<file path="src/rtl/pulse_stream_pkg.sv">
// pulse_stream_pkg
//   Shared definitions for the pulse stream transmitter:
//   - state_t      : transmitter FSM states (IDLE, RUN, UNDERRUN)
//   - DUR_LSB      : lowest bit of the duration field inside a symbol
//   - sym_level_bit: position of the level bit for a given duration width
//   - PRESC_W      : width of the prescaler exponent (tick = 2^P clocks)
//   - presc_reload : prescaler counter reload value (2^P - 1)
package pulse_stream_pkg;

    typedef enum logic [1:0] {
        IDLE     = 2'd0,
        RUN      = 2'd1,
        UNDERRUN = 2'd2
    } state_t;

    // Symbol layout: {level, duration[DUR_W-1:0]}
    localparam int DUR_LSB = 0;

    localparam int PRESC_W = 4;
    // Counter wide enough to hold 2^(2^PRESC_W - 1) - 1
    localparam int PRESC_CNT_W = (1 << PRESC_W) - 1;

    // The level bit sits directly above the duration field.
    function automatic int sym_level_bit(input int dur_w);
        return DUR_LSB + dur_w;
    endfunction

    // Reload value for the prescaler: P low-order ones, i.e. 2^P - 1.
    function automatic logic [PRESC_CNT_W-1:0] presc_reload(input logic [PRESC_W-1:0] p);
        logic [PRESC_CNT_W-1:0] r;
        r = '0;
        for (int i = 0; i < PRESC_CNT_W; i++) begin
            if (i < int'(p)) r[i] = 1'b1;
        end
        return r;
    endfunction

endpackage

</file>
<file path="src/rtl/pulse_symbol_fifo.sv">
// pulse_symbol_fifo
//   Synchronous FIFO holding transmit symbols.
//   Ports:
//     clk, rst      : clock, asynchronous active-high reset
//     push, wdata   : write request and data (ignored when full)
//     pop, rdata    : read request (ignored when empty); rdata shows the head
//     flush         : clears the FIFO; wins over a push in the same cycle
//     count         : current fill level
//     full, empty   : status flags
//   Pointers are log2(DEPTH) bits and wrap naturally because DEPTH is a
//   power of two.
module pulse_symbol_fifo #(
    parameter int WIDTH = 17,
    parameter int DEPTH = 16,
    parameter int LVL_W = $clog2(DEPTH) + 1
) (
    input  logic             clk,
    input  logic             rst,
    input  logic             push,
    input  logic [WIDTH-1:0] wdata,
    input  logic             pop,
    output logic [WIDTH-1:0] rdata,
    input  logic             flush,
    output logic [LVL_W-1:0] count,
    output logic             full,
    output logic             empty
);

    localparam int AW = $clog2(DEPTH);
    localparam logic [LVL_W-1:0] FULL_CNT = LVL_W'(DEPTH);

    logic [WIDTH-1:0] mem [DEPTH];
    logic [AW-1:0]    wr_ptr;
    logic [AW-1:0]    rd_ptr;
    logic             do_push;
    logic             do_pop;

    assign full    = (count == FULL_CNT);
    assign empty   = (count == '0);
    assign do_push = push && !full;
    assign do_pop  = pop && !empty;
    assign rdata   = mem[rd_ptr];

    // Storage needs no reset; the pointers define what is valid.
    always_ff @(posedge clk) begin
        if (do_push && !flush) mem[wr_ptr] <= wdata;
    end

    always_ff @(posedge clk or posedge rst) begin
        if (rst) begin
            wr_ptr <= '0;
            rd_ptr <= '0;
            count  <= '0;
        end else if (flush) begin
            wr_ptr <= '0;
            rd_ptr <= '0;
            count  <= '0;
        end else begin
            if (do_push) wr_ptr <= wr_ptr + 1'b1;
            if (do_pop)  rd_ptr <= rd_ptr + 1'b1;
            case ({do_push, do_pop})
                2'b10:   count <= count + 1'b1;
                2'b01:   count <= count - 1'b1;
                default: count <= count;
            endcase
        end
    end

endmodule

</file>
<file path="src/rtl/pulse_stream_transmitter.sv">
// pulse_stream_transmitter
//   Streams {level, duration} symbols from an internal FIFO onto pulse_out.
//   Each symbol is held for (D+1)*2^P clocks; symbols follow each other with
//   no gap while the FIFO has data.
//   Ports:
//     clk, rst            : clock, asynchronous active-high reset
//     start/stop/flush    : single-cycle control pulses (stop beats start)
//     sym_valid/sym_data  : symbol push; sym_ready is high when not full
//     cfg_*               : prescaler, idle level, inversion, carrier and
//                           empty-FIFO policy, watermark threshold
//     pulse_out           : final output, carrier_out: raw carrier (RUN only)
//     busy, fifo_level    : status; wm_req high when busy and level <= wm
//     evt_done            : one-cycle pulse in the first IDLE cycle after
//                           the sequence drains with stop-on-empty set
//     evt_underrun        : one-cycle pulse on entering UNDERRUN
//
//   Handshake: a symbol is transferred on any clock edge where sym_valid and
//   sym_ready are both high; sym_data must be stable while sym_valid is high
//   and sym_ready does not depend on sym_valid.
module pulse_stream_transmitter
    import pulse_stream_pkg::*;
#(
    parameter int DUR_W = 16,
    parameter int DEPTH = 16,
    parameter int CAR_W = 16,
    parameter int LVL_W = $clog2(DEPTH) + 1
) (
    input  logic               clk,
    input  logic               rst,
    input  logic               start,
    input  logic               stop,
    input  logic               flush,
    input  logic               sym_valid,
    input  logic [DUR_W:0]     sym_data,
    output logic               sym_ready,
    input  logic [PRESC_W-1:0] cfg_prescaler,
    input  logic               cfg_idle_level,
    input  logic               cfg_invert,
    input  logic               cfg_carrier_en,
    input  logic [CAR_W-1:0]   cfg_carrier_half,
    input  logic               cfg_stop_on_empty,
    input  logic [LVL_W-1:0]   cfg_watermark,
    output logic               pulse_out,
    output logic               carrier_out,
    output logic               busy,
    output logic [LVL_W-1:0]   fifo_level,
    output logic               wm_req,
    output logic               evt_done,
    output logic               evt_underrun
);

    localparam int LEVEL_BIT = sym_level_bit(DUR_W);

    state_t                 state;
    logic                   level_q;
    logic [DUR_W+3:0]       dur_cnt;
    logic [PRESC_W-1:0]     presc_q;
    logic [PRESC_CNT_W-1:0] pre_cnt;
    logic [CAR_W-1:0]       car_cnt;
    logic                   car_q;
    logic                   evt_done_q;
    logic                   evt_underrun_q;

    logic             fifo_full;
    logic             fifo_empty;
    logic [DUR_W:0]   fifo_rdata;
    logic             accept;
    logic             sym_last;
    logic             bypass;
    logic             pop;
    logic             load;
    logic [DUR_W:0]   load_data;
    logic             in_run;
    logic             active;

    // Held low during reset so nothing is accepted before the FIFO is clear.
    assign sym_ready = !rst && !fifo_full;
    assign accept    = sym_valid && sym_ready;

    // Last clock of the held symbol: both counters have run out.
    assign sym_last  = (state == RUN) && (pre_cnt == '0) && (dur_cnt == '0);

    // In UNDERRUN the FIFO is empty, so the first pushed symbol goes straight
    // into the holding register instead of taking a detour through the FIFO.
    assign bypass    = (state == UNDERRUN) && !stop && fifo_empty && accept;

    assign pop       = !stop && !fifo_empty &&
                       (((state == IDLE) && start) || sym_last || (state == UNDERRUN));
    assign load      = pop || bypass;
    assign load_data = bypass ? sym_data : fifo_rdata;

    pulse_symbol_fifo #(
        .WIDTH (DUR_W + 1),
        .DEPTH (DEPTH),
        .LVL_W (LVL_W)
    ) u_fifo (
        .clk   (clk),
        .rst   (rst),
        .push  (accept && !bypass),
        .wdata (sym_data),
        .pop   (pop),
        .rdata (fifo_rdata),
        .flush (flush),
        .count (fifo_level),
        .full  (fifo_full),
        .empty (fifo_empty)
    );

    always_ff @(posedge clk or posedge rst) begin
        if (rst) begin
            state          <= IDLE;
            level_q        <= 1'b0;
            dur_cnt        <= '0;
            presc_q        <= '0;
            pre_cnt        <= '0;
            car_cnt        <= '0;
            car_q          <= 1'b0;
            evt_done_q     <= 1'b0;
            evt_underrun_q <= 1'b0;
        end else begin
            evt_done_q     <= 1'b0;
            evt_underrun_q <= 1'b0;

            // Carrier free-runs; it is re-phased when RUN is entered from IDLE.
            if (car_cnt == cfg_carrier_half) begin
                car_cnt <= '0;
                car_q   <= ~car_q;
            end else begin
                car_cnt <= car_cnt + 1'b1;
            end

            // Symbol timing: prescaler ticks gate the duration countdown.
            if ((state == RUN) && !sym_last) begin
                if (pre_cnt == '0) begin
                    dur_cnt <= dur_cnt - 1'b1;
                    pre_cnt <= presc_reload(presc_q);
                end else begin
                    pre_cnt <= pre_cnt - 1'b1;
                end
            end

            if (load) begin
                level_q <= load_data[LEVEL_BIT];
                dur_cnt <= {4'b0000, load_data[DUR_LSB +: DUR_W]};
                presc_q <= cfg_prescaler;
                pre_cnt <= presc_reload(cfg_prescaler);
            end

            if (stop) begin
                state <= IDLE;
            end else begin
                case (state)
                    IDLE: begin
                        if (load) begin
                            state   <= RUN;
                            car_cnt <= '0;
                            car_q   <= 1'b1;
                        end
                    end
                    RUN: begin
                        if (sym_last && !load) begin
                            if (cfg_stop_on_empty) begin
                                state      <= IDLE;
                                evt_done_q <= 1'b1;
                            end else begin
                                state          <= UNDERRUN;
                                evt_underrun_q <= 1'b1;
                            end
                        end
                    end
                    UNDERRUN: begin
                        if (load) state <= RUN;
                    end
                    default: state <= IDLE;
                endcase
            end
        end
    end

    // The symbol level and carrier phase are registered; only the static
    // idle/invert configuration is applied afterwards, which lets pulse_out
    // follow cfg_idle_level ^ cfg_invert while reset is asserted.
    assign in_run       = (state == RUN);
    assign active       = level_q && (!cfg_carrier_en || car_q);
    assign pulse_out    = (in_run ? active : cfg_idle_level) ^ cfg_invert;
    assign carrier_out  = in_run && car_q;
    assign busy         = (state != IDLE);
    assign wm_req       = busy && (fifo_level <= cfg_watermark);
    assign evt_done     = evt_done_q;
    assign evt_underrun = evt_underrun_q;

endmodule
</file>
<file path="config.mk">
export PLATFORM = sky130hd
export DESIGN_NAME = pulse_stream_transmitter
export DESIGN_NICKNAME = d
export VERILOG_FILES = /design/src/rtl/pulse_stream_pkg.sv /design/src/rtl/pulse_symbol_fifo.sv /design/src/rtl/pulse_stream_transmitter.sv
export SDC_FILE = /design/constraint.sdc
export NUM_CORES = 1
export LEC_CHECK = 0
export CORE_MARGIN = 5
export CORE_UTILIZATION = 55
export CTS_BUF_LIST = sky130_fd_sc_hd__clkbuf_2
export DETAILED_ROUTE_END_ITERATION = 12
export PLACE_DENSITY = 0.76
export SYNTH_ARGS = -nofsm -noshare
export SYNTH_HDL_FRONTEND = slang
export SYNTH_SLANG_ARGS = --single-unit
</file>
<file path="constraint.sdc">
create_clock -name clk -period 3.3 [get_ports clk]
set_input_delay 0.495 -clock clk [delete_from_list [all_inputs] [get_ports clk]]
set_output_delay 0.495 -clock clk [all_outputs]
set_load 0.005 [all_outputs]
</file>
==> flow_summary_export.csv, run 1 <==
group,metric,value,unit
setup_path,crit_path_top_delay_cell,"dfrtp_1",
die,pin_count,64,
power_and_ir_drop,vdd_drop_max,373.5,uV
placement,pre_cts_slack,87.90,ps
setup_path,critical-path-max-stage-delay,400,ps
final_layout,drive_gt1_frac,0.2589,
clock_network,cts_max_path_buffers,3,
setup_path,cp-startpoint,"u_fifo.count[1]",
final_layout,final_common_cell,"edfxtp_1",
die,die_area,31830,um^2
grt,grt_util_all_layers,0.2341,
setup_path,endpoint_kind,"output port",
synthesis,ys.flop_type,"edfxtp_1",
setup_path,crit_path_frequent_cell,"o21a_1",
grt,grt_pass1_vias,10250,
setup_path,start_kind,"flop",
synthesis,synth_fp_nets,1108,
die,rows,61,
routing,dr.first_iter.drc_count,1030,
setup_path,cp_cell_sequence,"buf_6 > ha_1 > nor2b_1 > o21a_1 > o21ai_1 > nand2b_1 > a21oi_2 > o21a_1 > clkdlybuf4s15_1",
synthesis,synth-edff-count,272,
timing,layout_setup_ws,214.8,ps
die,fp.dieH,178.4,um
timing,relSlewSlack,0.4300,
routing,postRouteAntennaNets,0,
placement,hpwl,23020,um
clock_network,worstSkewPairLatency,940,ps
setup_path,r2r-start,"dur_cnt[10]",
synthesis,postSynth.asyncResetShare,0.2139,
die,start_util,0.5599,
setup_path,cp_num_buf_inv,2,
timing,clock_skew,109.7,ps
synthesis,postSynthCellCount,1037,
final_layout,area_delta_synth_final,15.16,%
setup_path,cp_top_family,"compound AO/OA/AOI/OAI gates",
timing,final_hold_viol_count,0,
timing,timing.fmax,324.1,MHz
routing,routed_wl,36230,um
timing,worst_slew_pin_slew,847.9,ps
synthesis,ys_seq_area_frac,0.6423,
routing,dr_wl_met3,2831,um
timing,setup_tns,0,ps
setup_path,path_class,"flop to output port",
synthesis,synth_area,15600,um^2
die,core,27860,um^2
synthesis,yosysTopAreaCell,"edfxtp_1",
final_layout,nets,1278,
clock_network,clock_sinks,346,
timing,setup_viol,0,
routing,highest_layer,"met4",
setup_path,cp.required,2800,ps
synthesis,synth_top_area_frac,0.5236,
routing,post_drt_wl_per_cell,22.00,um
final_layout,final_core_util,0.6448,
clock_network,cts-htree-levels,3,
clock_network,clk_pin_slew_worst_paths,100,ps
placement,dpl-instance-area,17160,um^2
grt,antenna_found_initial,1,
synthesis,synthTopCellsByArea,"edfxtp_1 (52%), dfrtp_1 (12%), mux4_2 (11%)",
routing,first_pass_iters,5,
synthesis,ys_types,76,
placement,globalplace.congestion,0.9360,
clock_network,cts_root_buffer,"clkbuf_2",
timing,min_period_over_period,0.9349,
final_layout,fillCellCount,2040,
synthesis,avgSynthCellArea,15.04,um^2
setup_path,cp_max_fo,5,
timing,rsz0062_at_grt,"no",
final_layout,stdcell_area,17960,um^2
final_layout,layout_common_cells,"edfxtp_1 (272), clkbuf_2 (122), mux4_2 (78)",
min_path,holdCritStartpoint,"cfg_stop_on_empty",
timing,period_minus_slack,3085,ps
job,maxCapViolations,0,
routing,viasPerCell,6.056,
timing,drv_slew,0,
grt,grt_overflow,0,
clock_network,tritoncts,"built",
setup_path,arrival,2590,ps
power_and_ir_drop,power_density,550.8,nW/um^2
grt,grt_max_degree,45,
placement,numPortBuffers,63,
power_and_ir_drop,p_leak,6.130,nW
grt,grt_pass1_wl,57050,um
synthesis,ys.warnings.count,0,
die,die_w,178.4,um
status,run_status,"complete, no violations",
routing,vias,9974,
routing,drc,0,
synthesis,ys_seq_elements,346,
clock_network,cts_made_buffers,87,
routing,routedLengthMet1,15010,um
routing,wl_met2,17590,um
min_path,hp-class,"primary input to flop",
[cell usage after synthesis, types with 12 or more instances]
| cell type | instances |
|---|---|
| edfxtp_1 | 272 |
| nor2_1 | 81 |
| mux4_2 | 78 |
| dfrtp_1 | 74 |
| a21oi_1 | 48 |
| nand2_1 | 47 |
| xnor2_1 | 41 |
| o21ai_0 | 30 |
| clkbuf_1 | 29 |
| a211oi_1 | 28 |
| nor3_1 | 27 |
| nand3_1 | 26 |
| inv_1 | 22 |
| buf_2 | 19 |
| ha_1 | 18 |
| xor2_1 | 18 |
| nand4_1 | 17 |
| mux2i_1 | 12 |
[cell families after synthesis]
family          Yosys count  share of synthesized area
buf+inv                  74                    0.02013
xor+xnor                 59                    0.03313
flops                   346                     0.6423
fa+ha+maj                19                    0.01572
compound gates          156                    0.06449
simple gates            291                     0.1022
mux                      92                     0.1220
[worst paths after layout]
check                                   to  cells past startpoint  slack (ps)
min in group asynchronous            car_q                      3         570
max                                 wm_req                      9         210
max in group asynchronous      dur_cnt[14]                      4        2030
max reg2reg                u_fifo.count[4]                     11         240
min reg2reg                     car_cnt[0]                      1         560
min                           evt_underrun                      2         230
[worst register-to-register path: stages, from the launching register on]
cell and delay, ps:
dfrtp_1 440, or3_1 430, a2111o_1 420, nor3_4 150, o21ai_0 170, inv_1 140, ha_1 280, a21o_1 170
a21oi_1 180, nor3_1 60, a2bb2oi_1 180, mux2_1 330
[cell type report]
class | count | area [um^2] | share of cell area
Antenna cell | 2 | 5.005 | 0.0002786
Tap cell | 378 | 473.0 | 0.02633
Timing Repair Buffer | 133 | 1262 | 0.07028
Inverter | 22 | 82.58 | 0.004597
Multi-Input combinational cell | 617 | 5344 | 0.2975
Clock inverter | 27 | 158.9 | 0.008846
Clock buffer | 122 | 610.6 | 0.03399
Sequential cell | 346 | 10030 | 0.5582
[flip-flops by register name, summed over array words and instances, names as in the netlist]
name           cells
presc_q            4
u_fifo.wr_ptr      4
state              2
u_fifo.mem       272
u_fifo.rd_ptr      4
u_fifo.count       5
dur_cnt           20
pre_cnt           15
car_cnt           16
level_q            1
evt_done           1
car_q              1
evt_underrun       1
[per-stage QoR]
step           instances  total power [mW]  hold WS (ps)
6_report            1647             9.894         226.8
5_1_grt             1647             10.45         165.4
4_1_cts             1645             9.966         136.9
3_5_place_dp        1494             7.217         539.6
3_3_place_gp        1494             7.170         520.2
2_1_floorplan       1037             6.634         443.6
[per-layer routing]
layer	GRT usage	vias up
met2	0.3752	461
met4	0.08315	0
met5	0	-
li1	-	4439
met3	0.04896	64
met1	0.3219	5010
[power by group]
group / total [mW] / switching (mW) / internal (mW)
registers: 5.49 / 0.481 / 5.01
logic: 1.65 / 0.815 / 0.837
clock network: 2.75 / 1.72 / 1.03
[repair_timing]
action | 4_1_cts | 5_1_grt
endpoints found under the setup margin | 1 | 2
gates resized for setup | 1 | 5
pin swaps | 0 | 1
setup buffers | 1 | 0
hold buffers | 1 | 0
hold endpoints to repair | 22 | 0
No activity file was read; power rests on OpenSTA's default activity.
==> inputs of run 2 (changes only) <==
Settings changed: PLACE_DENSITY 0.76 to 0.73, SKIP_LAST_GASP from default to 1.
Clock period 3.3 ns to 3.8 ns, I/O delays scaled along.
==> flow_summary_export.csv, run 2 (synthesis gave the netlist of run 1 again) <==
group,metric,value,unit
final_layout,final_common_cell,"edfxtp_1",
status,run_status,"complete, no violations",
routing,drc,0,
clock_network,cts_max_path_buffers,3,
setup_path,start_kind,"flop",
die,die_w,178.4,um
placement,hpwl,23390,um
timing,min_period_over_period,0.9127,
timing,rsz0062_at_grt,"no",
setup_path,path_class,"flop to output port",
routing,vias,9817,
placement,dp_cells,1475,
final_layout,largestRegisters,"u_fifo.mem: 272 flops, dur_cnt: 20 flops, car_cnt: 16 flops",
routing,viasPerCell,6.023,
setup_path,cp_cell_sequence,"ha_1 > nor2b_1 > o21a_1 > o21ai_0 > nand2b_1 > a21oi_1 > o21a_1 > clkdlybuf4s50_1",
power_and_ir_drop,internal_power,6.039,mW
final_layout,seq_area,10030,um^2
grt,grt_pass1_vias,10130,
routing,routed_wl,36640,um
power_and_ir_drop,vdd_drop_max,282.0,uV
clock_network,cts_root_buffer,"clkbuf_2",
clock_network,post_cts_resized,0,
setup_path,cp_max_fo,6,
final_layout,top_register,"u_fifo.mem",
clock_network,worstSkewPairLatency,930,ps
power_and_ir_drop,p_comb_frac,0.162,
power_and_ir_drop,p_sw,2.612,mW
grt,grt_util_all_layers,0.2360,
final_layout,multi_input_area,5345,um^2
clock_network,cts-htree-levels,3,
final_layout,fillCellCount,2078,
grt,grt_max_degree,44,
setup_path,critical-path-max-stage-delay,490,ps
power_and_ir_drop,p_seq_frac,0.553,
grt,antenna_found_initial,1,
placement,numPortBuffers,63,
min_path,hp-class,"primary input to asynchronous set/reset pin",
power_and_ir_drop,p_leak,6.056,nW
die,core,27860,um^2
final_layout,final_core_util,0.6385,
timing,setup_tns,0,ps
clock_network,hold_buffers,0,
grt,grt_pass1_wl,56840,um
die,start_util,0.5599,
clock_network,clk_pin_slew_worst_paths,110,ps
job,maxCapViolations,0,
power_and_ir_drop,p_total,8.652,mW
routing,first_pass_iters,6,
clock_network,cts_made_buffers,86,
die,pin_count,64,
final_layout,area_delta_synth_final,14.04,%
timing,worst_slew_pin_slew,1166,ps
clock_network,tritoncts,"built",
setup_path,arrival,2900,ps
setup_path,cp.required,3230,ps
setup_path,crit_path_top_delay_cell,"clkdlybuf4s50_1",
die,rows,61,
grt,grt_overflow,0,
final_layout,nets,1256,
timing,clock_skew,76.15,ps
timing,period_minus_slack,3468,ps
routing,dr.first_iter.drc_count,923,
timing,final_hold_viol_count,0,
power_and_ir_drop,power_density,486.4,nW/um^2
timing,setup_viol,0,
die,die_area,31830,um^2
final_layout,drive_gt1_frac,0.2526,
timing,timing.fmax,288.3,MHz
placement,globalplace.congestion,0.9159,
timing,relSlewSlack,0.2193,
setup_path,r2r-start,"pre_cnt[0]",
power_and_ir_drop,swShare,0.3020,
routing,postRouteAntennaNets,0,
final_layout,largest_reg_flops,272,
clock_network,clock_sinks,346,
final_layout,finalNonFillerCells,1630,
power_and_ir_drop,pwr-share-clk,0.286,
setup_path,crit_path_frequent_cell,"o21a_1",
die,fp.dieH,178.4,um
clock_network,cts_setup_buffers,0,
setup_path,cp-startpoint,"u_fifo.count[1]",
timing,drv_slew,0,
setup_path,endpoint_kind,"output port",
final_layout,layout_common_cells,"edfxtp_1 (272), clkbuf_2 (129), mux4_2 (78)",
routing,post_drt_wl_per_cell,22.48,um
run 2: cell types whose count changed in the layout (fill, tap and decap cells not counted), moves of 2 or more:
cell      previous run  this run
buf_4               60        44
clkbuf_2           122       129
clkinv_1            19        15
buf_12               8         5
clkinv_2             1         4
clkinv_8             3         0
o21ai_0             28        30
o21ai_1              3         1
run 2: per-layer routing:
layer | part of all wire | global-route usage
met1 | 0.42 | 0.3169
met2 | 0.48 | 0.3793
met3 | 0.067 | 0.05511
met4 | 0.029 | 0.08954
met5 | 0 | 0
run 2: final cells by class:
cell class                      count  share of cell area
Multi-Input combinational cell    617              0.3005
Clock buffer                      129             0.03629
Timing Repair Buffer              112             0.05965
Clock inverter                     25            0.008441
Sequential cell                   346              0.5637
Tap cell                          378             0.02659
Antenna cell                        1           0.0001407
Inverter                           22            0.004713
run 2: path summary, 6_finish.rpt:
check	end	slack [ps]	cells past startpoint
worst max-delay path	wm_req	330	8
worst min-delay path	dur_cnt[9]	130	2
worst max register to register	u_fifo.count[4]	470	13
worst min register to register	level_q	490	2
max in group asynchronous	presc_q[0]	3010	3
min in group clk	evt_done	310	3
run 2: stage by stage:
step	worst slack, ps	hold WS, ps	area, um^2
after floorplan	407.0	443.6	15610
after global placement	335.1	467.3	16990
after detailed placement	226.4	471.2	16990
after CTS	240.0	80.83	17790
after global routing	85.91	136.4	17790
final	331.8	129.6	17790
run 2: worst max-delay path: cells and delay by family (launching register included):
| family | cells | cell delay (ps) |
|---|---|---|
| adders and majority gates | 1 | 320 |
| AOI/OAI and AO/OA | 4 | 560 |
| buffers and inverters | 1 | 490 |
| DFF | 1 | 470 |
| and+or+nand+nor | 2 | 200 |
run 2: power by group through the flow:
stage	clock network [mW]	registers [mW]	logic (mW)
2_1_floorplan	0	4.71	1.05
3_3_place_gp	0	4.84	1.37
3_5_place_dp	0	4.85	1.39
4_1_cts	2.55	4.77	1.40
5_1_grt	2.76	4.83	1.55
6_report	2.47	4.78	1.40
